<file path="config.mk">
export PLATFORM = sky130hd
export DESIGN_NAME = song_sequencer
export DESIGN_NICKNAME = d
export VERILOG_FILES = /design/src/rtl/song_pkg.sv /design/src/rtl/rest_timer.sv /design/src/rtl/song_sequencer.sv
export SDC_FILE = /design/constraint.sdc
export NUM_CORES = 1
export LEC_CHECK = 0
export CAP_MARGIN = 20
export CORE_MARGIN = 4
export CORE_UTILIZATION = 46
export DETAILED_ROUTE_END_ITERATION = 7
export PLACE_DENSITY = 0.76
export REMOVE_ABC_BUFFERS = 1
export SKIP_CTS_REPAIR_TIMING = 1
export SYNTH_ARGS = -nofsm -noshare
export SYNTH_HDL_FRONTEND = slang
export SYNTH_SLANG_ARGS = --single-unit
</file>
<file path="constraint.sdc">
create_clock -name clk -period 1.8 [get_ports clk]
set_input_delay 0.18 -clock clk [delete_from_list [all_inputs] [get_ports clk]]
set_output_delay 0.18 -clock clk [all_outputs]
set_load 0.01 [all_outputs]
</file>
<file path="src/rtl/song_pkg.sv">
// rtl/song_pkg.sv - shared constants and helpers for the song sequencer
//
// Holds the sequencer state encoding, the ROM word layout and the
// end-marker predicate. The ROM word is {type, note, duration, metadata}
// with metadata in the least significant bits.
package song_pkg;

    localparam logic [2:0] S_IDLE  = 3'd0;
    localparam logic [2:0] S_FETCH = 3'd1;
    localparam logic [2:0] S_WAIT  = 3'd2;
    localparam logic [2:0] S_ISSUE = 3'd3;
    localparam logic [2:0] S_REST  = 3'd4;
    localparam logic [2:0] S_DONE  = 3'd5;

    localparam logic TYPE_NOTE = 1'b0;
    localparam logic TYPE_REST = 1'b1;

    localparam int META_LSB = 0;

    function automatic int dur_lsb(input int meta_bits);
        return meta_bits;
    endfunction

    function automatic int note_lsb(input int meta_bits, input int dur_bits);
        return meta_bits + dur_bits;
    endfunction

    function automatic int type_pos(input int meta_bits, input int dur_bits, input int note_bits);
        return meta_bits + dur_bits + note_bits;
    endfunction

    // A note word with zero duration terminates the song.
    function automatic logic is_end_marker(input logic word_type, input logic dur_zero);
        return (word_type == TYPE_NOTE) && dur_zero;
    endfunction

endpackage

</file>
<file path="src/rtl/rest_timer.sv">
// rtl/rest_timer.sv - beat-counting rest timer for the song sequencer
//
// Ports:
//   clk, reset   clock, asynchronous active-low reset
//   load         load rest_cnt from load_val (wins over counting)
//   load_val     rest length in beats
//   beat         one-cycle beat strobe
//   enable       counting allowed (sequencer resting and playing)
//   zero         rest is over as seen this cycle
module rest_timer
    import song_pkg::*;
#(
    parameter int NOTE_BITS = 6
) (
    input  logic                 clk,
    input  logic                 reset,
    input  logic                 load,
    input  logic [NOTE_BITS-1:0] load_val,
    input  logic                 beat,
    input  logic                 enable,
    output logic                 zero
);

    logic [NOTE_BITS-1:0] rest_cnt;

    always_ff @(posedge clk or negedge reset) begin
        if (!reset) begin
            rest_cnt <= '0;
        end else if (load) begin
            rest_cnt <= load_val;
        end else if (enable && beat && (rest_cnt != '0)) begin
            rest_cnt <= rest_cnt - NOTE_BITS'(1);
        end
    end

    // Also flags the beat that consumes the last remaining count, so the
    // sequencer leaves the rest on the same edge that samples the final beat.
    assign zero = (rest_cnt == '0) ||
                  (enable && beat && (rest_cnt == NOTE_BITS'(1)));

endmodule

</file>
<file path="src/rtl/song_sequencer.sv">
// rtl/song_sequencer.sv - song ROM walker dispatching notes to a voice bank
//
// Optional feature macro: SONG_LOOP_EN (end of song restarts at address 0
// and song_done becomes a one-cycle pulse per loop).
//
// Ports:
//   clk, reset   clock, asynchronous active-low reset
//   play         level, low pauses
//   song         song select; any change restarts at address 0 in IDLE
//   beat         one-cycle beat strobe used to time rests
//   voice_busy   per-voice busy level
//   rom_addr     {song_q, note_addr}, ROM data returns one cycle later
//   rom_data     {type, note, duration, metadata}
//   new_note     one-cycle issue pulse, qualifies voice_sel
//   voice_sel    lowest-index free voice at issue time
//   note, duration, metadata   last issued fields
//   song_done    end of song reached
module song_sequencer
    import song_pkg::*;
#(
    parameter int  SONG_BITS      = 2,
    parameter int  NOTE_ADDR_BITS = 5,
    parameter int  VOICES         = 2,
    parameter int  NOTE_BITS      = 6,
    parameter int  DUR_BITS       = 6,
    parameter int  META_BITS      = 3,
    localparam int VOICE_BITS     = (VOICES > 1) ? $clog2(VOICES) : 1,
    localparam int WORD_BITS      = 1 + NOTE_BITS + DUR_BITS + META_BITS
) (
    input  logic                                clk,
    input  logic                                reset,
    input  logic                                play,
    input  logic [SONG_BITS-1:0]                song,
    input  logic                                beat,
    input  logic [VOICES-1:0]                   voice_busy,
    output logic [SONG_BITS+NOTE_ADDR_BITS-1:0] rom_addr,
    input  logic [WORD_BITS-1:0]                rom_data,
    output logic                                new_note,
    output logic [VOICE_BITS-1:0]               voice_sel,
    output logic [NOTE_BITS-1:0]                note,
    output logic [DUR_BITS-1:0]                 duration,
    output logic [META_BITS-1:0]                metadata,
    output logic                                song_done
);

    localparam int DUR_LSB  = dur_lsb(META_BITS);
    localparam int NOTE_LSB = note_lsb(META_BITS, DUR_BITS);
    localparam int TYPE_POS = type_pos(META_BITS, DUR_BITS, NOTE_BITS);

    logic [2:0]                state, state_d;
    logic [NOTE_ADDR_BITS-1:0] note_addr, addr_d;
    logic [SONG_BITS-1:0]      song_q;
    logic [NOTE_BITS-1:0]      wd_note;
    logic [DUR_BITS-1:0]       wd_dur;
    logic [META_BITS-1:0]      wd_meta;

    logic                  rom_type;
    logic [NOTE_BITS-1:0]  rom_note;
    logic [DUR_BITS-1:0]   rom_dur;
    logic [META_BITS-1:0]  rom_meta;
    logic                  rom_end;

    logic                  song_chg;
    logic                  at_last;
    logic                  any_free;
    logic [VOICE_BITS-1:0] free_idx;
    logic                  rest_load;
    logic                  rest_zero;
    logic                  latch_word;
    logic                  issue;
    logic                  advance;
    logic                  finish;

    assign rom_type = rom_data[TYPE_POS];
    assign rom_note = rom_data[NOTE_LSB +: NOTE_BITS];
    assign rom_dur  = rom_data[DUR_LSB +: DUR_BITS];
    assign rom_meta = rom_data[META_LSB +: META_BITS];
    assign rom_end  = is_end_marker(rom_type, rom_dur == '0);

    assign rom_addr = {song_q, note_addr};
    assign song_chg = (song != song_q);
    assign at_last  = &note_addr;

    // Scan from the top so the lowest free index is the one left standing.
    always_comb begin
        any_free = 1'b0;
        free_idx = '0;
        for (int i = VOICES - 1; i >= 0; i--) begin
            if (!voice_busy[i]) begin
                any_free = 1'b1;
                free_idx = VOICE_BITS'(i);
            end
        end
    end

    // A song change also clears the rest count so nothing of the old rest
    // survives into the new song.
    assign rest_load = song_chg ||
                       ((state == S_WAIT) && !rom_end && (rom_type == TYPE_REST));

    rest_timer #(
        .NOTE_BITS(NOTE_BITS)
    ) u_rest_timer (
        .clk      (clk),
        .reset    (reset),
        .load     (rest_load),
        .load_val (song_chg ? '0 : rom_note),
        .beat     (beat),
        .enable   ((state == S_REST) && play),
        .zero     (rest_zero)
    );

    always_comb begin
        state_d    = state;
        addr_d     = note_addr;
        latch_word = 1'b0;
        issue      = 1'b0;
        advance    = 1'b0;
        finish     = 1'b0;

        case (state)
            S_IDLE:  if (play) state_d = S_FETCH;
            S_FETCH: state_d = S_WAIT;
            S_WAIT: begin
                latch_word = 1'b1;
                if (rom_end)                    finish  = 1'b1;
                else if (rom_type == TYPE_REST) state_d = S_REST;
                else                            state_d = S_ISSUE;
            end
            S_ISSUE: begin
                if (!play) begin
                    state_d = S_IDLE;
                end else if (any_free) begin
                    issue   = 1'b1;
                    advance = 1'b1;
                end
            end
            S_REST:  if (play && rest_zero) advance = 1'b1;
            S_DONE:  state_d = S_DONE;
            default: state_d = S_IDLE;
        endcase

        // The last address has no successor: finishing it ends the song.
        if (advance) begin
            if (at_last) begin
                finish = 1'b1;
            end else begin
                addr_d  = note_addr + NOTE_ADDR_BITS'(1);
                state_d = S_FETCH;
            end
        end

        if (finish) begin
`ifdef SONG_LOOP_EN
            addr_d  = '0;
            state_d = S_FETCH;
`else
            state_d = S_DONE;
`endif
        end

        if (song_chg) begin
            state_d    = S_IDLE;
            addr_d     = '0;
            latch_word = 1'b0;
            issue      = 1'b0;
            finish     = 1'b0;
        end
    end

    always_ff @(posedge clk or negedge reset) begin
        if (!reset) begin
            state     <= S_IDLE;
            note_addr <= '0;
            song_q    <= '0;
            wd_note   <= '0;
            wd_dur    <= '0;
            wd_meta   <= '0;
            new_note  <= 1'b0;
            voice_sel <= '0;
            note      <= '0;
            duration  <= '0;
            metadata  <= '0;
            song_done <= 1'b0;
        end else begin
            state     <= state_d;
            note_addr <= addr_d;
            song_q    <= song;
            new_note  <= issue;
            if (latch_word) begin
                wd_note <= rom_note;
                wd_dur  <= rom_dur;
                wd_meta <= rom_meta;
            end
            if (issue) begin
                voice_sel <= free_idx;
                note      <= wd_note;
                duration  <= wd_dur;
                metadata  <= wd_meta;
            end
`ifdef SONG_LOOP_EN
            song_done <= finish;
`else
            if (song_chg)    song_done <= 1'b0;
            else if (finish) song_done <= 1'b1;
`endif
        end
    end

endmodule
</file>
==> results of run 1 <==
-- synthesized netlist by cell type, types with 2 or more instances --
master | number | share of area
sky130_fd_sc_hd__a21o_1 | 2 | 0.0062
sky130_fd_sc_hd__a21oi_1 | 7 | 0.014
sky130_fd_sc_hd__a311oi_1 | 2 | 0.0073
sky130_fd_sc_hd__a32oi_1 | 2 | 0.0073
sky130_fd_sc_hd__and3_1 | 4 | 0.010
sky130_fd_sc_hd__buf_2 | 2 | 0.0041
sky130_fd_sc_hd__buf_6 | 3 | 0.014
sky130_fd_sc_hd__dfrtp_1 | 49 | 0.51
sky130_fd_sc_hd__ha_1 | 5 | 0.026
sky130_fd_sc_hd__inv_1 | 7 | 0.011
sky130_fd_sc_hd__mux2_2 | 21 | 0.098
sky130_fd_sc_hd__mux2_4 | 9 | 0.056
sky130_fd_sc_hd__mux2i_1 | 2 | 0.0083
sky130_fd_sc_hd__nand2_1 | 6 | 0.0093
sky130_fd_sc_hd__nand4_1 | 4 | 0.010
sky130_fd_sc_hd__nor2_1 | 4 | 0.0062
sky130_fd_sc_hd__nor2b_1 | 2 | 0.0052
sky130_fd_sc_hd__nor3_1 | 7 | 0.014
sky130_fd_sc_hd__nor4_1 | 2 | 0.0052
sky130_fd_sc_hd__nor4bb_1 | 2 | 0.0083
sky130_fd_sc_hd__o211ai_1 | 9 | 0.028
sky130_fd_sc_hd__o21ai_0 | 7 | 0.014
sky130_fd_sc_hd__or3_1 | 2 | 0.0052
sky130_fd_sc_hd__xor2_1 | 4 | 0.014
-- state kept, by name, summed over array words and instances, names as in the netlist, 2 cells and up --
| name | count |
|---|---|
| u_rest_timer.rest_cnt | 6 |
| metadata | 3 |
| note_addr | 5 |
| wd_dur | 6 |
| song_q | 2 |
| state | 3 |
| wd_meta | 3 |
| note | 6 |
| wd_note | 6 |
| duration | 6 |
-- power groups by stage --
stage               Sequential [uW]  Combinational (uW)  Clock [uW]
global route                   1270                 385         819
floorplan                      1260                 183           0
CTS                            1250                 349         782
finish                         1250                 349         755
global placement               1270                 336           0
detailed placement             1270                 347           0
-- critical path, cell delays in order (launching register included) --
cell and delay, ns:
sky130_fd_sc_hd__dfrtp_1 0.41, sky130_fd_sc_hd__buf_4 0.14, sky130_fd_sc_hd__nor4_1 0.45, sky130_fd_sc_hd__and3_1 0.28
sky130_fd_sc_hd__nor2_1 0.09, sky130_fd_sc_hd__o221a_2 0.27
-- stage by stage --
stage	hold WS [ns]	std cells	util	TNS, ns	cell area [um^2]
final	0.3777	336	0.6404	0	3271
after detailed placement	0.2522	326	0.6115	-4.791	3123
after global placement	0.2441	326	0.6115	-2.731	3123
after CTS	-0.07876	333	0.6318	0	3227
after global routing	0.4022	336	0.6404	-0.001299	3271
after floorplan	-0.1156	184	-	-2.694	2367
-- routing by layer --
metal  GRT usage  share of wire  wire length, um
met3     0.05269          0.052              276
met2      0.2922           0.50             2675
met4     0.04899         0.0085               45
met1      0.2276           0.44             2321
met5           0              0                0
-- how the worst min path moves through the flow --
| stage | start | to | slack [ns] | cells past startpoint |
|---|---|---|---|---|
| finish | song[0] | song_q[0] | 0.38 | 1 |
| global route | song[0] | song_q[0] | 0.40 | 1 |
| CTS | reset | wd_meta[2] | -0.08 | 1 |
| detailed placement | reset | wd_meta[2] | 0.25 | 1 |
| global placement | reset | wd_meta[1] | 0.24 | 1 |
| floorplan | reset | duration[0] | -0.12 | 0 |
-- logic make-up after synthesis --
group / after synthesis / synth area share
buffers and inverters: 13 / 0.03107
DFF: 49 / 0.5075
xor gates and xnor gates: 4 / 0.01450
muxes: 33 / 0.1668
AOI/OAI and AO/OA: 41 / 0.1290
and+or+nand+nor: 45 / 0.1253
adders and majority gates: 5 / 0.02589
-- cell type report --
cell class              count  area, um^2
clock buffers               5       68.82
clock inverters             2       35.03
fillers                   406        1837
inverters                   7       26.28
multi-input cells         128        1131
flip-flops and latches     49        1229
well taps                  70       87.58
repair buffers             75       693.2
==> results_tabular.tex, run 1 <==
\begin{tabular}{lr}
\hline
Metric & Value \\
\hline
\multicolumn{2}{l}{\textbf{Logic synthesis}} \\
\quad Post-synthesis average cell area & roughly 13 um\^{}2 \\
\quad Cell count after synthesis & between 150 and 200 \\
\quad Synth Warn \# & 0 \\
\quad Number of flops mapped to enable cells by yosys & 0 \\
\quad FFs w/ async S/R, synth & 1.000 \\
\quad Total standard cell area after synthesis & 2416 um\^{}2 \\
\quad Sequential fraction of the synthesis area & 0.5075 \\
\quad Synth Register Bits & 49 \\
\quad Yosys cell types & 50 \\
\quad Top flip-flop cell by instance count after synthesis & sky130\_fd\_sc\_hd\_\_dfrtp\_1 \\
\multicolumn{2}{l}{\textbf{Routing}} \\
\quad Post-detailed-route DRC marker count & 0 \\
\quad Via Count & roughly 1800 \\
\quad Per-cell routed wire length & 15.83 um \\
\quad Total length of routed wires & 5319 um \\
\quad Vias per std cell & 5.366 \\
\quad 1st-pass router iterations & 4 \\
\quad Initial DRC count & 95 \\
\quad Antenna-violating nets left & 0 \\
\multicolumn{2}{l}{\textbf{Critical path}} \\
\quad Max FO, Critical Path & 4 \\
\quad Crit. End Element & register \\
\quad Endpoint of the most critical setup path & state[2] \\
\quad Crit path arrival time & 1.93 ns \\
\quad Flop2flop setup slack & 0.07 ns \\
\quad CP required & about 2 ns \\
\quad Reg2reg path depth & 5 \\
\quad RR Startpoint & u\_rest\_timer.rest\_cnt[4] \\
\quad Startpoint of the worst setup timing path & u\_rest\_timer.rest\_cnt[4] \\
\quad Kind of start point of the critical path & register \\
\quad Kind of critical path & reg2reg \\
\quad Worst reg2reg endpoint & state[2] \\
\multicolumn{2}{l}{\textbf{Clock tree}} \\
\quad H-tree depth & 2 \\
\quad Clock tree from TritonCTS & built \\
\quad Insertion delay of the later-clocked pin in the worst-skew pair & 0.30 ns \\
\quad Total CTS buffers & 5 \\
\quad Clock Path Buffers & 2 \\
\quad Register clock-pin slew on the reported worst setup and hold paths & 0.09 ns \\
\quad Clock tree sinks & roughly 50 \\
\quad CTS root buf & sky130\_fd\_sc\_hd\_\_clkbuf\_8 \\
\multicolumn{2}{l}{\textbf{STA}} \\
\quad RSZ-0062 raised after global routing & true \\
\quad Final critical-path setup slack & 0.06651 ns \\
\quad Maximum clock skew at final layout & approximately 0.015 ns \\
\quad Slew margin rel. & 0.5579 \\
\quad Final setup viols & 0 \\
\quad Slew at the pin closest to its max-slew limit & 0.6632 ns \\
\quad Number of failing hold endpoints at the final stage & 0 \\
\quad Crit path time final & 1.733 ns \\
\quad Number of pins with negative max-slew slack in the final report & 0 \\
\quad Final clock period utilization by the worst path & 0.9630 \\
\quad Top achievable clock speed & 576.9 MHz \\
\multicolumn{2}{l}{\textbf{Placed design}} \\
\quad Dpl hpwl & 4031 um \\
\quad GPL Wtd Cong & 0.8217 \\
\quad Post-Place Worst Slack & -0.2533 ns \\
\quad Count of buffers inserted at the top-level ports & 48 \\
\multicolumn{2}{l}{\textbf{Global route}} \\
\quad Gr ovfl total & 0 \\
\quad Wire length of the first global-routing pass & 8866 um \\
\quad Number of global-route vias before repair & between 1500 and 2000 \\
\quad Number of antenna violations at the first check in global routing & 0 \\
\quad Maximum number of pins on one net before global-route repair & 29 \\
\quad All-layer global routing usage & 0.1777 \\
\multicolumn{2}{l}{\textbf{Die}} \\
\quad Die Y-Extent & about 80 um \\
\quad Top Ports & 49 \\
\quad Initial cell density of the core & 0.4731 \\
\quad Placeable core region & 5107 um\^{}2 \\
\quad Horizontal die dimension & 80.47 um \\
\quad Overall die area & 6475 um\^{}2 \\
\quad FP Rows & 26 \\
\multicolumn{2}{l}{\textbf{Cells and area}} \\
\quad Most frequent cells in the layout & sky130\_fd\_sc\_hd\_\_dfrtp\_1, sky130\_fd\_sc\_hd\_\_clkdlybuf4s50\_1, sky130\_fd\_sc\_hd\_\_buf\_4, sky130\_fd\_sc\_hd\_\_mux2\_2 \\
\quad \# diodes & 0 \\
\quad Number of nets at the end of the flow & 295 \\
\quad Share of final-layout standard cells stronger than drive strength 1 & 0.3045 \\
\quad Signed area change from the synthesized netlist to the final layout & 35.37\% \\
\multicolumn{2}{l}{\textbf{Outcome}} \\
\quad Status & finished, final reports clean \\
\multicolumn{2}{l}{\textbf{Power and ir drop}} \\
\quad Overall power after layout & between 2000 and 2500 uW \\
\quad Switch share & 0.2388 \\
\quad Proportion of power drawn by the clock network & 0.320 \\
\quad Cell internal pwr & between 1500 and 2000 uW \\
\quad Cell area power density & about 700 nW/um\^{}2 \\
\quad Comb pwr share & 0.148 \\
\quad Register share of total power & 0.531 \\
\quad Max IR drop VDD & 0.5717 mV \\
\quad Leakage power & roughly 0.0015 uW \\
\quad P\_sw & $\sim$560 uW \\
\multicolumn{2}{l}{\textbf{Flow run}} \\
\quad Count of maximum capacitance violations & 0 \\
\multicolumn{2}{l}{\textbf{Hold path}} \\
\quad Worst hold path type & in2reg \\
\hline
\end{tabular}
Power figures use the tool's default switching activity.
==> run 2: changes to the inputs <==
PLACE_DENSITY = 0.82   (was 0.76)
==> results_tabular.tex, run 2 (synthesis gave the netlist of run 1 again) <==
\begin{tabular}{lr}
\hline
Metric & Value \\
\hline
\multicolumn{2}{l}{\textbf{Outcome}} \\
\quad Status & finished, final reports clean \\
\multicolumn{2}{l}{\textbf{STA}} \\
\quad Maximum clock skew at final layout & 0.01200 ns (-0.003455 ns) \\
\quad TNS Setup & 0 ns (unchanged) \\
\quad Crit path time final & 1.719 ns (-0.01420 ns) \\
\quad Number of pins with negative max-slew slack in the final report & 0 (unchanged) \\
\quad Top achievable clock speed & 581.6 MHz (+0.83\%) \\
\quad Slew margin rel. & 0.6950 (+0.1371) \\
\quad Final setup viols & 0 (unchanged) \\
\quad RSZ-0062 raised after global routing & false \\
\quad Number of failing hold endpoints at the final stage & 0 (unchanged) \\
\quad Slew at the pin closest to its max-slew limit & 0.4533 ns (-0.2099 ns) \\
\quad Final clock period utilization by the worst path & 0.9552 (-0.007890) \\
\multicolumn{2}{l}{\textbf{Critical path}} \\
\quad Largest stage delay, worst path & 0.58 ns (+0.13 ns) \\
\quad Worst reg2reg endpoint & u\_rest\_timer.rest\_cnt[1] \\
\quad Worst-path cell chain & or4\_4 -> o211ai\_4 -> mux2\_4 -> a21oi\_1 \\
\quad Reg2reg path depth & 4 (-1) \\
\quad Kind of critical path & reg2reg \\
\quad Critical Path Slowest Stage Cell & sky130\_fd\_sc\_hd\_\_or4\_4 \\
\quad Family with the most delay on the worst path & simple AND/OR/NAND/NOR gates \\
\quad Kind of start point of the critical path & register \\
\quad RR Startpoint & u\_rest\_timer.rest\_cnt[2] \\
\quad Max FO, Critical Path & 4 (unchanged) \\
\quad Crit path arrival time & 1.96 ns (+0.03 ns) \\
\quad Flop2flop setup slack & 0.08 ns (about the same) \\
\quad CP Buf/Inv Count & 0 (-1) \\
\quad CP required & 2.04 ns (+0.04 ns) \\
\quad Crit. End Element & register \\
\multicolumn{2}{l}{\textbf{Routing}} \\
\quad Post-detailed-route DRC marker count & 0 (unchanged) \\
\quad 1st-pass router iterations & 4 (unchanged) \\
\quad Vias per std cell & 5.471 (+1.9\%) \\
\quad Antenna-violating nets left & 0 (unchanged) \\
\quad Per-cell routed wire length & 16.96 um (+7.1\%) \\
\quad Via Count & 1860 (+3.2\%) \\
\quad Initial DRC count & 97 (+2.1\%) \\
\quad Total length of routed wires & 5767 um (+8.4\%) \\
\multicolumn{2}{l}{\textbf{Clock tree}} \\
\quad Register clock-pin slew on the reported worst setup and hold paths & 0.10 ns (about the same) \\
\quad H-tree depth & 2 (unchanged) \\
\quad CTS root buf & sky130\_fd\_sc\_hd\_\_clkbuf\_8 \\
\quad Total CTS buffers & 5 (unchanged) \\
\quad Clock Path Buffers & 2 (unchanged) \\
\quad Clock tree from TritonCTS & built \\
\quad Insertion delay of the later-clocked pin in the worst-skew pair & 0.31 ns (about the same) \\
\quad Clock tree sinks & 49 (unchanged) \\
\multicolumn{2}{l}{\textbf{Placed design}} \\
\quad GPL Wtd Cong & 0.8298 (+0.99\%) \\
\quad Count of buffers inserted at the top-level ports & 48 (unchanged) \\
\quad Dpl hpwl & 4079 um (+1.2\%) \\
\quad Number of placed instances with taps included & 327 (+0.31\%) \\
\multicolumn{2}{l}{\textbf{Cells and area}} \\
\quad Share of final-layout standard cells stronger than drive strength 1 & 0.3296 (+0.02512) \\
\quad \# diodes & 0 (unchanged) \\
\quad Signed area change from the synthesized netlist to the final layout & 37.96\% \\
\quad Number of nets at the end of the flow & 298 (+1.0\%) \\
\quad Post-route non-filler standard cell count & 340 (+1.2\%) \\
\quad Most frequent cells in the layout & sky130\_fd\_sc\_hd\_\_dfrtp\_1, sky130\_fd\_sc\_hd\_\_clkdlybuf4s50\_1, sky130\_fd\_sc\_hd\_\_buf\_4, sky130\_fd\_sc\_hd\_\_mux2\_2, sky130\_fd\_sc\_hd\_\_mux2\_4 \\
\multicolumn{2}{l}{\textbf{Global route}} \\
\quad All-layer global routing usage & 0.1865 (+0.008734) \\
\quad Gr ovfl total & 0 (unchanged) \\
\quad Number of antenna violations at the first check in global routing & 0 (unchanged) \\
\quad Wire length of the first global-routing pass & 9273 um (+4.6\%) \\
\quad Number of global-route vias before repair & 1961 (+4.7\%) \\
\quad Maximum number of pins on one net before global-route repair & 21 (-28\%) \\
\multicolumn{2}{l}{\textbf{Die}} \\
\quad FP Rows & 26 (unchanged) \\
\quad Initial cell density of the core & 0.4731 (unchanged) \\
\quad Die Y-Extent & 80.47 um (unchanged) \\
\quad Placeable core region & 5107 um\^{}2 (unchanged) \\
\quad Top Ports & 49 (unchanged) \\
\quad Overall die area & 6475 um\^{}2 (unchanged) \\
\quad Horizontal die dimension & 80.47 um (unchanged) \\
\multicolumn{2}{l}{\textbf{Power and ir drop}} \\
\quad Max IR drop VDD & 0.6480 mV (+13\%) \\
\quad Cell area power density & 761.5 nW/um\^{}2 (+5.7\%) \\
\quad Leakage power & 0.001541 uW (+2.2\%) \\
\multicolumn{2}{l}{\textbf{Hold path}} \\
\quad Worst hold path type & in2async \\
\multicolumn{2}{l}{\textbf{Flow run}} \\
\quad Count of maximum capacitance violations & 0 (unchanged) \\
\hline
\end{tabular}
-- run 2: cell types whose count changed in the layout (fill, tap and decap cells not counted), sizes merged --
| cell | delta |
|---|---|
| buf | +3 |
| bufinv | +1 |
-- run 2: metrics by stage --
step / util / hold slack [ns] / power (uW) / area (um^2) / setup slack, ns
4_1_cts: 0.6367 / -0.2233 / 2546 / 3252 / -0.1110
5_1_grt: 0.6526 / 0.3606 / 2647 / 3333 / 0.01238
2_1_floorplan: - / -0.1156 / 1443 / 2367 / -0.3434
6_report: 0.6526 / 0.3059 / 2538 / 3333 / 0.08071
3_3_place_gp: 0.6105 / 0.1013 / 1600 / 3118 / -0.1725
3_5_place_dp: 0.6105 / 0.1059 / 1623 / 3118 / -0.2545
-- run 2: final cells by class --
type                            instances  area [um^2]
Tap cell                               70        87.58
Timing Repair Buffer                   78        706.9
Inverter                                7        26.28
Clock buffer                            5        68.82
Fill cell                             365         1774
Multi-Input combinational cell        128         1150
Sequential cell                        49         1229
Clock inverter                          3        65.06
-- run 2: worst max path at each step --
stage	slack, ns	to	start	depth (start not counted)
2_1_floorplan	-0.34	state[2]	state[0]	4
3_3_place_gp	-0.17	state[2]	play	6
3_5_place_dp	-0.25	note[5]	song[1]	5
4_1_cts	-0.11	state[2]	state[0]	5
5_1_grt	0.01	note_addr[3]	note_addr[1]	7
6_report	0.08	u_rest_timer.rest_cnt[1]	u_rest_timer.rest_cnt[2]	4
-- run 2: per-layer routing --
metal / vias up / share of wire / GRT usage
met5: - / 0 / 0
met4: 0 / 0.015 / 0.06250
met3: 8 / 0.057 / 0.03700
met2: 60 / 0.53 / 0.3444
met1: 925 / 0.40 / 0.2129
li1: 867 / - / -
-- run 2: report_power, final --
| group | total (uW) | internal (uW) | switching (uW) | leakage (uW) |
|---|---|---|---|---|
| logic | 361 | 195 | 165 | 0.000807 |
| clock network | 923 | 552 | 370 | 0.0000681 |
| registers | 1260 | 1190 | 60.9 | 0.000666 |
==> run 3: changes to the inputs <==
CORE_MARGIN = default   (was 4)
==> results_tabular.tex, run 3 (synthesis gave the netlist of run 1 again) <==
\begin{tabular}{lr}
\hline
Metric & Value \\
\hline
\multicolumn{2}{l}{\textbf{STA}} \\
\quad Slew at the pin closest to its max-slew limit & 0.5701 ns (+0.1168 ns) \\
\quad Number of failing hold endpoints at the final stage & 0 (unchanged) \\
\quad Maximum clock skew at final layout & 0.006702 ns (-0.005297 ns) \\
\quad Slew margin rel. & 0.6200 (-0.07508) \\
\quad Final clock period utilization by the worst path & 0.9495 (-0.005703) \\
\quad Final setup viols & 0 (unchanged) \\
\quad Number of pins with negative max-slew slack in the final report & 0 (unchanged) \\
\quad Crit path time final & 1.709 ns (-0.01027 ns) \\
\quad Top achievable clock speed & 585.1 MHz (+0.60\%) \\
\quad Post-route worst hold slack & 0.3564 ns (+0.05054 ns) \\
\multicolumn{2}{l}{\textbf{Global route}} \\
\quad Wire length of the first global-routing pass & 8928 um (-3.7\%) \\
\quad Gr ovfl total & 0 (unchanged) \\
\quad Maximum number of pins on one net before global-route repair & 27 (+29\%) \\
\quad Number of global-route vias before repair & 1912 (-2.5\%) \\
\quad All-layer global routing usage & 0.2168 (+0.03034) \\
\quad Number of antenna violations at the first check in global routing & 0 (unchanged) \\
\multicolumn{2}{l}{\textbf{Placed design}} \\
\quad Dpl hpwl & 3943 um (-3.3\%) \\
\quad Number of placed instances with taps included & 329 (+0.61\%) \\
\quad Count of buffers inserted at the top-level ports & 48 (unchanged) \\
\quad GPL Wtd Cong & 0.8544 (+3.0\%) \\
\multicolumn{2}{l}{\textbf{Die}} \\
\quad Top Ports & 49 (unchanged) \\
\quad Placeable core region & 5075 um\^{}2 (-0.64\%) \\
\quad Overall die area & 5546 um\^{}2 (-14\%) \\
\quad Initial cell density of the core & 0.4761 (+0.003032) \\
\quad FP Rows & 26 (unchanged) \\
\quad Horizontal die dimension & 74.47 um (-7.5\%) \\
\quad Die Y-Extent & 74.47 um (-7.5\%) \\
\multicolumn{2}{l}{\textbf{Routing}} \\
\quad 1st-pass router iterations & 4 (unchanged) \\
\quad Antenna-violating nets left & 0 (unchanged) \\
\quad Per-cell routed wire length & 15.95 um (-6.0\%) \\
\quad Initial DRC count & 107 (+10\%) \\
\quad Via Count & 1852 (-0.43\%) \\
\quad Total length of routed wires & 5390 um (-6.5\%) \\
\quad Post-detailed-route DRC marker count & 0 (unchanged) \\
\quad Vias per std cell & 5.479 (+0.16\%) \\
\multicolumn{2}{l}{\textbf{Critical path}} \\
\quad CP Buf/Inv Count & 0 (unchanged) \\
\quad RR Startpoint & u\_rest\_timer.rest\_cnt[4] \\
\quad Reg2reg path depth & 4 (unchanged) \\
\quad Flop2flop setup slack & 0.09 ns (about the same) \\
\quad Crit. End Element & register \\
\quad Worst reg2reg endpoint & u\_rest\_timer.rest\_cnt[1] \\
\quad CP required & 2.04 ns (about the same) \\
\quad Worst-path cell chain & or4\_4 -> o211ai\_4 -> mux2\_1 -> a21oi\_1 \\
\quad Crit path arrival time & 1.95 ns (about the same) \\
\quad Kind of start point of the critical path & register \\
\quad Critical Path Slowest Stage Cell & sky130\_fd\_sc\_hd\_\_or4\_4 \\
\quad Max FO, Critical Path & 3 (-1) \\
\quad Kind of critical path & reg2reg \\
\quad Largest stage delay, worst path & 0.57 ns (about the same) \\
\quad Family with the most delay on the worst path & simple AND/OR/NAND/NOR gates \\
\multicolumn{2}{l}{\textbf{Cells and area}} \\
\quad Post-route non-filler standard cell count & 338 (-0.59\%) \\
\quad Share of final-layout standard cells stronger than drive strength 1 & 0.3172 (-0.01247) \\
\quad Most common library cell in the layout ignoring fill and taps & sky130\_fd\_sc\_hd\_\_dfrtp\_1 \\
\quad Number of nets at the end of the flow & 296 (-0.67\%) \\
\quad Most frequent cells in the layout & sky130\_fd\_sc\_hd\_\_dfrtp\_1, sky130\_fd\_sc\_hd\_\_clkdlybuf4s50\_1, sky130\_fd\_sc\_hd\_\_buf\_4, sky130\_fd\_sc\_hd\_\_mux2\_2 \\
\quad Signed area change from the synthesized netlist to the final layout & 36.15\% \\
\quad \# diodes & 0 (unchanged) \\
\multicolumn{2}{l}{\textbf{Outcome}} \\
\quad Status & finished, final reports clean \\
\multicolumn{2}{l}{\textbf{Clock tree}} \\
\quad Insertion delay of the later-clocked pin in the worst-skew pair & 0.31 ns (about the same) \\
\quad Clock tree sinks & 49 (unchanged) \\
\quad Clock Path Buffers & 2 (unchanged) \\
\quad Register clock-pin slew on the reported worst setup and hold paths & 0.10 ns (about the same) \\
\quad Clock tree from TritonCTS & built \\
\quad CTS root buf & sky130\_fd\_sc\_hd\_\_clkbuf\_8 \\
\quad Total CTS buffers & 5 (unchanged) \\
\quad H-tree depth & 2 (unchanged) \\
\multicolumn{2}{l}{\textbf{Hold path}} \\
\quad Number of stages on the worst hold path & 1 \\
\quad End point of the most critical hold path & song\_q[0] \\
\quad Worst hold path type & in2reg \\
\quad Worst min-delay path startpoint & song[0] \\
\multicolumn{2}{l}{\textbf{Power and ir drop}} \\
\quad Leakage power & 0.001502 uW (-2.5\%) \\
\quad Max IR drop VDD & 0.6476 mV (about the same) \\
\quad Cell area power density & 698.5 nW/um\^{}2 (-8.3\%) \\
\quad Overall power after layout & 2297 uW (-9.5\%) \\
\multicolumn{2}{l}{\textbf{Flow run}} \\
\quad Count of maximum capacitance violations & 0 (unchanged) \\
\hline
\end{tabular}
-- run 3: power by group --
| part | switching [uW] | internal, uW |
|---|---|---|
| combinational | 165 | 206 |
| sequential | 57.2 | 1190 |
| clock | 395 | 281 |
| total | 617 | 1680 |
-- run 3: worst max-delay path by stage --
stage | from | endpoint | slack (ns) | depth (start not counted)
floorplan | state[0] | state[2] | -0.34 | 4
global placement | song[1] | u_rest_timer.rest_cnt[5] | -0.10 | 6
detailed placement | song[1] | u_rest_timer.rest_cnt[5] | -0.13 | 6
CTS | note_addr[0] | note_addr[4] | 0.06 | 8
global route | state[1] | note_addr[4] | -0.02 | 6
finish | u_rest_timer.rest_cnt[4] | u_rest_timer.rest_cnt[1] | 0.09 | 4
-- run 3: metrics by stage --
step	setup slack [ns]	area [um^2]	util	TNS, ns
final	0.09098	3289	0.6482	0
after global routing	-0.02115	3289	0.6482	-0.02866
after CTS	0.05611	3252	0.6408	0
after detailed placement	-0.1308	3158	0.6223	-2.034
after global placement	-0.1030	3158	0.6223	-1.474
after floorplan	-0.3434	2367	-	-2.694
-- run 3: layer usage --
metal	GRT usage	up-vias	share of wire
met5	0	-	0
met4	0.09224	0	0.015
met3	0.04336	8	0.046
met2	0.3493	55	0.50
met1	0.2863	916	0.44
li1	-	873	-
-- run 3: layout make-up --
cell class	instances	area, um^2
Multi-Input combinational cell	128	1135
Inverter	7	28.78
Timing Repair Buffer	76	716.9
Sequential cell	49	1227
Tap cell	70	87.58
Clock buffer	5	68.82
Fill cell	399	1785
Clock inverter	3	25.02
